<file path="src/rtl/led_matrix_scan_pkg.sv">
// ---------------------------------------------------------------------------
// led_matrix_scan_pkg
//   Shared types and constants for the LED matrix scan controller.
//   - MATRIX_ROWS     : rows per column (row pattern width)
//   - MATRIX_COLS_MAX : largest column count the 3-bit column index can address
//   - state_e         : scan FSM states
//   - row_pat_t       : one column's row pattern, 1 = LED on
// ---------------------------------------------------------------------------
package led_matrix_scan_pkg;

    localparam int MATRIX_ROWS     = 7;
    localparam int MATRIX_COLS_MAX = 8;

    typedef enum logic {
        ST_BLANK = 1'b0,
        ST_LIT   = 1'b1
    } state_e;

    typedef logic [MATRIX_ROWS-1:0] row_pat_t;

    function automatic int max_int(input int a, input int b);
        return (a > b) ? a : b;
    endfunction

endpackage

</file>
<file path="src/rtl/led_matrix_scan_frame_buffer_dp.sv">
// ---------------------------------------------------------------------------
// frame_buffer_dp
//   Double frame buffer. The host writes the back buffer; the scanner reads
//   the front buffer. A swap strobe copies the whole back buffer to the front
//   buffer in one edge.
//   Ports:
//     clk, rst_n       : clock, async active-low reset (clears both buffers)
//     wr_en            : write back[wr_col] <= wr_data this edge
//     wr_col, wr_data  : write column index / row pattern
//     swap             : copy back -> front this edge
//     rd_col, rd_data  : combinational read of front[rd_col]
// ---------------------------------------------------------------------------
module frame_buffer_dp
    import led_matrix_scan_pkg::*;
#(
    parameter int NUM_COLS = 5
) (
    input  logic     clk,
    input  logic     rst_n,
    input  logic     wr_en,
    input  logic [2:0] wr_col,
    input  row_pat_t wr_data,
    input  logic     swap,
    input  logic [2:0] rd_col,
    output row_pat_t rd_data
);

    // Storage is sized to the full 3-bit address space so any index is legal;
    // entries at or above NUM_COLS are never written and stay dark.
    row_pat_t front_q [MATRIX_COLS_MAX];
    row_pat_t front_d [MATRIX_COLS_MAX];
    row_pat_t back_q  [MATRIX_COLS_MAX];
    row_pat_t back_d  [MATRIX_COLS_MAX];

    always_comb begin
        front_d = front_q;
        back_d  = back_q;
        // Out-of-range columns are accepted by the handshake but dropped here.
        if (wr_en && (int'(wr_col) < NUM_COLS)) begin
            back_d[wr_col] = wr_data;
        end
        if (swap) begin
            front_d = back_q;
        end
    end

    always_ff @(posedge clk or negedge rst_n) begin
        if (!rst_n) begin
            for (int i = 0; i < MATRIX_COLS_MAX; i++) begin
                front_q[i] <= '0;
                back_q[i]  <= '0;
            end
        end else begin
            front_q <= front_d;
            back_q  <= back_d;
        end
    end

    assign rd_data = front_q[rd_col];

endmodule

</file>
<file path="src/rtl/led_matrix_scan.sv">
// ---------------------------------------------------------------------------
// led_matrix_scan
//   Time-multiplexed scan controller for a column-scanned LED matrix.
//   Each column gets BLANK dark cycles followed by DWELL lit cycles. A host
//   loads the back buffer through a valid/ready port and requests a swap; the
//   swap lands only on the frame wrap so a partial frame is never shown.
//   Ports:
//     clk, rst_n   : clock, async active-low reset
//     load_valid   : host offers a column write
//     load_ready   : back buffer accepts writes (low while a swap is pending)
//     load_col     : column index of the write (>= NUM_COLS is dropped)
//     load_data    : row pattern, 1 = LED on
//     swap_req     : one-cycle pulse requesting a back -> front copy
//     col_sel      : column index to the column decoder
//     col_en       : high while the current column is lit
//     row_n        : active-low row drive
//     frame_done   : one-cycle pulse after each frame wrap
// ---------------------------------------------------------------------------
module led_matrix_scan
    import led_matrix_scan_pkg::*;
#(
    parameter int NUM_COLS = 5,
    parameter int DWELL    = 50000,
    parameter int BLANK    = 2
) (
    input  logic                   clk,
    input  logic                   rst_n,
    input  logic                   load_valid,
    output logic                   load_ready,
    input  logic [2:0]             load_col,
    input  logic [MATRIX_ROWS-1:0] load_data,
    input  logic                   swap_req,
    output logic [2:0]             col_sel,
    output logic                   col_en,
    output logic [MATRIX_ROWS-1:0] row_n,
    output logic                   frame_done
);

    localparam int CNT_MAX = max_int(DWELL, BLANK);
    localparam int CNT_W   = (CNT_MAX > 1) ? $clog2(CNT_MAX) : 1;

    localparam logic [CNT_W-1:0] DWELL_LAST = CNT_W'(DWELL - 1);
    localparam logic [CNT_W-1:0] BLANK_LAST = CNT_W'(BLANK - 1);
    localparam logic [2:0]       LAST_COL   = 3'(NUM_COLS - 1);

    state_e           state_q, state_d;
    logic [CNT_W-1:0] cnt_q, cnt_d;
    logic [2:0]       col_q, col_d;
    logic             col_en_q, col_en_d;
    row_pat_t         row_n_q, row_n_d;
    logic             frame_done_q, frame_done_d;
    logic             swap_pending_q, swap_pending_d;

    logic             wrap;
    logic             do_swap;
    logic             wr_en;
    row_pat_t         front_rd;

    assign load_ready = !swap_pending_q;
    assign wr_en      = load_valid && load_ready;
    // A swap request is only ever honoured at a wrap after it was registered,
    // so the copy uses the pending flag, not the live request.
    assign do_swap    = wrap && swap_pending_q;

    frame_buffer_dp #(
        .NUM_COLS (NUM_COLS)
    ) u_fb (
        .clk     (clk),
        .rst_n   (rst_n),
        .wr_en   (wr_en),
        .wr_col  (load_col),
        .wr_data (load_data),
        .swap    (do_swap),
        .rd_col  (col_d),
        .rd_data (front_rd)
    );

    always_comb begin
        state_d = state_q;
        cnt_d   = cnt_q + CNT_W'(1);
        col_d   = col_q;
        wrap    = 1'b0;

        unique case (state_q)
            ST_BLANK: begin
                if (cnt_q == BLANK_LAST) begin
                    state_d = ST_LIT;
                    cnt_d   = '0;
                end
            end
            ST_LIT: begin
                if (cnt_q == DWELL_LAST) begin
                    state_d = ST_BLANK;
                    cnt_d   = '0;
                    if (col_q == LAST_COL) begin
                        col_d = '0;
                        wrap  = 1'b1;
                    end else begin
                        col_d = col_q + 3'd1;
                    end
                end
            end
            default: begin
                state_d = ST_BLANK;
                cnt_d   = '0;
            end
        endcase

        frame_done_d = wrap;

        // Pending is sticky until the wrap that performs the copy; a request
        // landing on a wrap edge with nothing pending arms the next wrap.
        if (swap_pending_q) begin
            swap_pending_d = !wrap;
        end else begin
            swap_pending_d = swap_req;
        end

        // Row drive is computed from the next state so col_en and row_n move
        // together. The front buffer only changes on a wrap, which always
        // enters BLANK, so the pattern read on entry to LIT is stable.
        col_en_d = (state_d == ST_LIT);
        row_n_d  = col_en_d ? ~front_rd : '1;
    end

    always_ff @(posedge clk or negedge rst_n) begin
        if (!rst_n) begin
            state_q        <= ST_BLANK;
            cnt_q          <= '0;
            col_q          <= '0;
            col_en_q       <= 1'b0;
            row_n_q        <= '1;
            frame_done_q   <= 1'b0;
            swap_pending_q <= 1'b0;
        end else begin
            state_q        <= state_d;
            cnt_q          <= cnt_d;
            col_q          <= col_d;
            col_en_q       <= col_en_d;
            row_n_q        <= row_n_d;
            frame_done_q   <= frame_done_d;
            swap_pending_q <= swap_pending_d;
        end
    end

    assign col_sel    = col_q;
    assign col_en     = col_en_q;
    assign row_n      = row_n_q;
    assign frame_done = frame_done_q;

endmodule

</file>
<file path="config.mk">
export PLATFORM = sky130hd
export DESIGN_NAME = led_matrix_scan
export DESIGN_NICKNAME = d
export VERILOG_FILES = /design/src/rtl/led_matrix_scan_pkg.sv /design/src/rtl/led_matrix_scan_frame_buffer_dp.sv /design/src/rtl/led_matrix_scan.sv
export SDC_FILE = /design/constraint.sdc
export NUM_CORES = 1
export LEC_CHECK = 0
export CORE_ASPECT_RATIO = 0.5
export CORE_UTILIZATION = 55
export CTS_CLUSTER_DIAMETER = 50
export DETAILED_ROUTE_END_ITERATION = 16
export PLACE_DENSITY = 0.74
export SKIP_CTS_REPAIR_TIMING = 1
export SLEW_MARGIN = 20
export SYNTH_ARGS = -nofsm -noshare
export SYNTH_HDL_FRONTEND = slang
export SYNTH_HIERARCHICAL = 1
export SYNTH_SLANG_ARGS = --single-unit
</file>
<file path="constraint.sdc">
create_clock -name clk -period 3.7 [get_ports clk]
set_input_delay 0.555 -clock clk [delete_from_list [all_inputs] [get_ports clk]]
set_output_delay 0.555 -clock clk [all_outputs]
set_load 0.02 [all_outputs]
</file>
==> impl_results.md <==
* Port-buffer cells at 26
* Mapped cell area at 5817 sq um
* RSZ-0062 raised after global routing: false
* Max-Cap Viols at 0
* Max-slew violation count at 0
* Post-Syn Area per Cell at 15.11 sq um
* CP Capture Type: flop
* Synthesized flop and latch total at 141
* Sequential Power Share at 46.4%
* Remaining antenna violation count at 0
* Vias per inst at 5.585
* Total track usage at 21.76%
* Average wire per standard cell at 19.30 um
* Cell leakage power at 3.266 nW
* Largest net degree at the start of global routing at 81
* Htree depth at 4
* Maximum vdd ir drop at 334.3 uV
* Worst-path maximum fanout at 15
* Die X at 147.4 um
* Most frequent cells in the layout: dfrtp_1 (134), mux2_2 (98), clkdlybuf4s50_1 (25)
* CP Class: flop to flop
* Final wirelength at 10750 um
* Ranking of synthesized cells by area: dfrtp_1 (58%), mux2_2 (19%), mux4_1 (6.3%), dfstp_2 (3.2%), clkbuf_1 (1.6%)
* WP data required at 4.04 ns
* Final setup violation count at 0
* CTS tree: yes
* Tcrit/Tclk final at 83.54%
* IO Count at 27
* Die height at 74.72 um
* Setup TNS at 0 ns
* Utilization after layout at 66.30%
* Cells after Synth at 385
* Most common cell after layout, fill and taps aside: dfrtp_1
* Total die area at 11020 sq um
* Net Switching at 0.6949 mW
* Vias in the first global route at 3250
* Vias at 3111
* DP HPWL at 6766 um
* Sinks on Clock Net at 141
* First-pass GRT wire length at 17280 um
* Layout Nets at 422
* Grt ovf at 0
* CTS clk-pin slew, worst paths at 0.06 ns
* DRT iter0 DRCs at 117
* Antenna fix cells at 0
* Synthesized net count at 403
* DRC viols at 0
* Yosys Warn Count at 6
* Startpoint Class: flop
* Distinct cells, synth at 38
* Maximum buffer depth of the clock tree at 2
* Fin. Hold Viols at 0
* Yosys top cell area share at 57.65%
* Max_slew headroom at 52.09%
* Clock Skew at 0.007598 ns
* Reg2reg end: row_n[2]
* Clk root buf: clkbuf_16
* Worst-Margin Slew at 0.7186 ns
* Area grow syn2layout at 16.80%
* WP data arrival at 3.43 ns
* Peak Freq at 323.5 MHz
* Synth area leader: dfrtp_1
* Post-synthesis sequential area ratio at 60.81%
* Pwr Density at 498.5 nW/um^2
* Status: finished clean
* Post-route minimum period at 3.091 ns
* CTS Buf Count at 17
* Worst hold path type: input port to async pin
* Row count at 26
* Clock share of power at 51.5%
* FF-to-FF Start: cnt_q[10]
* Initial Util at 56.76%
* Combinational power share at 2.1%
* R2R Setup Slk at 0.61 ns
* Cell Int Power at 2.692 mW
* GP Congestion at 0.8533
* Drt pass-1 iters at 4
* R2R cell count at 7
* Initial antenna violation count at 0
* Share of cells above drive strength 1 at 37.65%
* Sw frac at 20.52%
* Worst-Skew Late Latency at 0.42 ns
* Core Region at 10250 sq um
==> flip-flops by register name, summed over array words and instances (netlist names) <==
name / count
frame_done: 1
u_fb/back_q: 56
u_fb/front_q: 56
col_sel: 3
col_en: 1
row_n: 7
swap_pending_q: 1
cnt_q: 16
==> cell type report <==
type,instances,area (sq um)
multi-input cells,203,2101
flip-flops and latches,141,3537
clock buffers,20,456.7
repair buffers,35,341.6
inverters,6,22.52
well taps,140,175.2
clock inverters,12,160.2
fillers,698,3453
==> routing by layer <==
metal	up-vias	share of wire, %	track usage (%)	wire (um)
met5	-	0	0	0
met4	0	2.1	9.737	225
met3	22	4.1	7.152	442
met2	61	46	33.70	4933
met1	1608	48	28.77	5150
li1	1420	-	-	-
==> worst max-delay path, stage by stage (launching register included) <==
cell     delay, ns
dfrtp_1       0.44
or4_4         0.56
or3_4         0.37
or2_4         0.29
mux2_4        0.39
mux4_1        0.60
mux2_2        0.28
nand2_1       0.07
==> power groups by stage <==
stage          clock network (mW)  registers, mW  logic (mW)
3_5_place_dp                    0           1.60      0.0726
3_3_place_gp                    0           1.60      0.0682
2_1_floorplan                   0           1.60      0.0178
4_1_cts                      1.78           1.57      0.0730
6_report                     1.75           1.57      0.0700
5_1_grt                      1.85           1.57      0.0801
==> Yosys cell counts (all sizes together) <==
| library cell | n |
|---|---|
| a21oi | 2 |
| and4 | 1 |
| and4bb | 1 |
| buf | 10 |
| clkbuf | 25 |
| dfrtp | 134 |
| dfstp | 7 |
| ha | 4 |
| inv | 6 |
| mux2 | 100 |
| mux4 | 14 |
| nand2 | 12 |
| nand2b | 1 |
| nand3 | 8 |
| nand4 | 4 |
| nand4b | 3 |
| nor2 | 16 |
| nor2b | 1 |
| nor3 | 5 |
| nor4 | 5 |
| nor4b | 1 |
| nor4bb | 2 |
| o21ai | 1 |
| o22a | 1 |
| o22ai | 1 |
| o31ai | 1 |
| or2 | 1 |
| or3 | 2 |
| or4 | 1 |
| or4bb | 1 |
| xnor2 | 9 |
| xor2 | 5 |
==> through the flow <==
step	worst slack, ns	power, mW	area, sq um	hold WS (ns)	std cells
floorplan	0.6672	1.613	5817	0.2594	385
global placement	0.7208	1.665	6177	0.3595	525
detailed placement	0.6523	1.671	6177	0.3623	525
CTS	0.6004	3.427	6794	0.1991	557
global route	0.5192	3.498	6794	0.2367	557
finish	0.6090	3.387	6794	0.1826	557
==> worst max-delay path by stage <==
stage,start,to,cells past startpoint
after global routing,cnt_q[10],row_n[2],7
after CTS,cnt_q[10],row_n[2],7
after detailed placement,cnt_q[10],row_n[2],7
after global placement,cnt_q[10],row_n[3],7
final,cnt_q[10],row_n[2],7
after floorplan,cnt_q[10],row_n[0],8
==> logic make-up (layout without fill, tap and decap cells) <==
| family | after synthesis | in the layout | synth area share [%] |
|---|---|---|---|
| DFF | 141 | 141 | 60.81 |
| muxes | 114 | 114 | 25.81 |
| and+or+nand+nor | 65 | 65 | 6.367 |
| buffers and inverters | 41 | 73 | 3.205 |
| xor gates and xnor gates | 14 | 14 | 2.108 |
| AOI/OAI and AO/OA | 6 | 6 | 0.8388 |
| adders and majority gates | 4 | 4 | 0.8604 |
No activity file was read; power rests on OpenSTA's default activity.
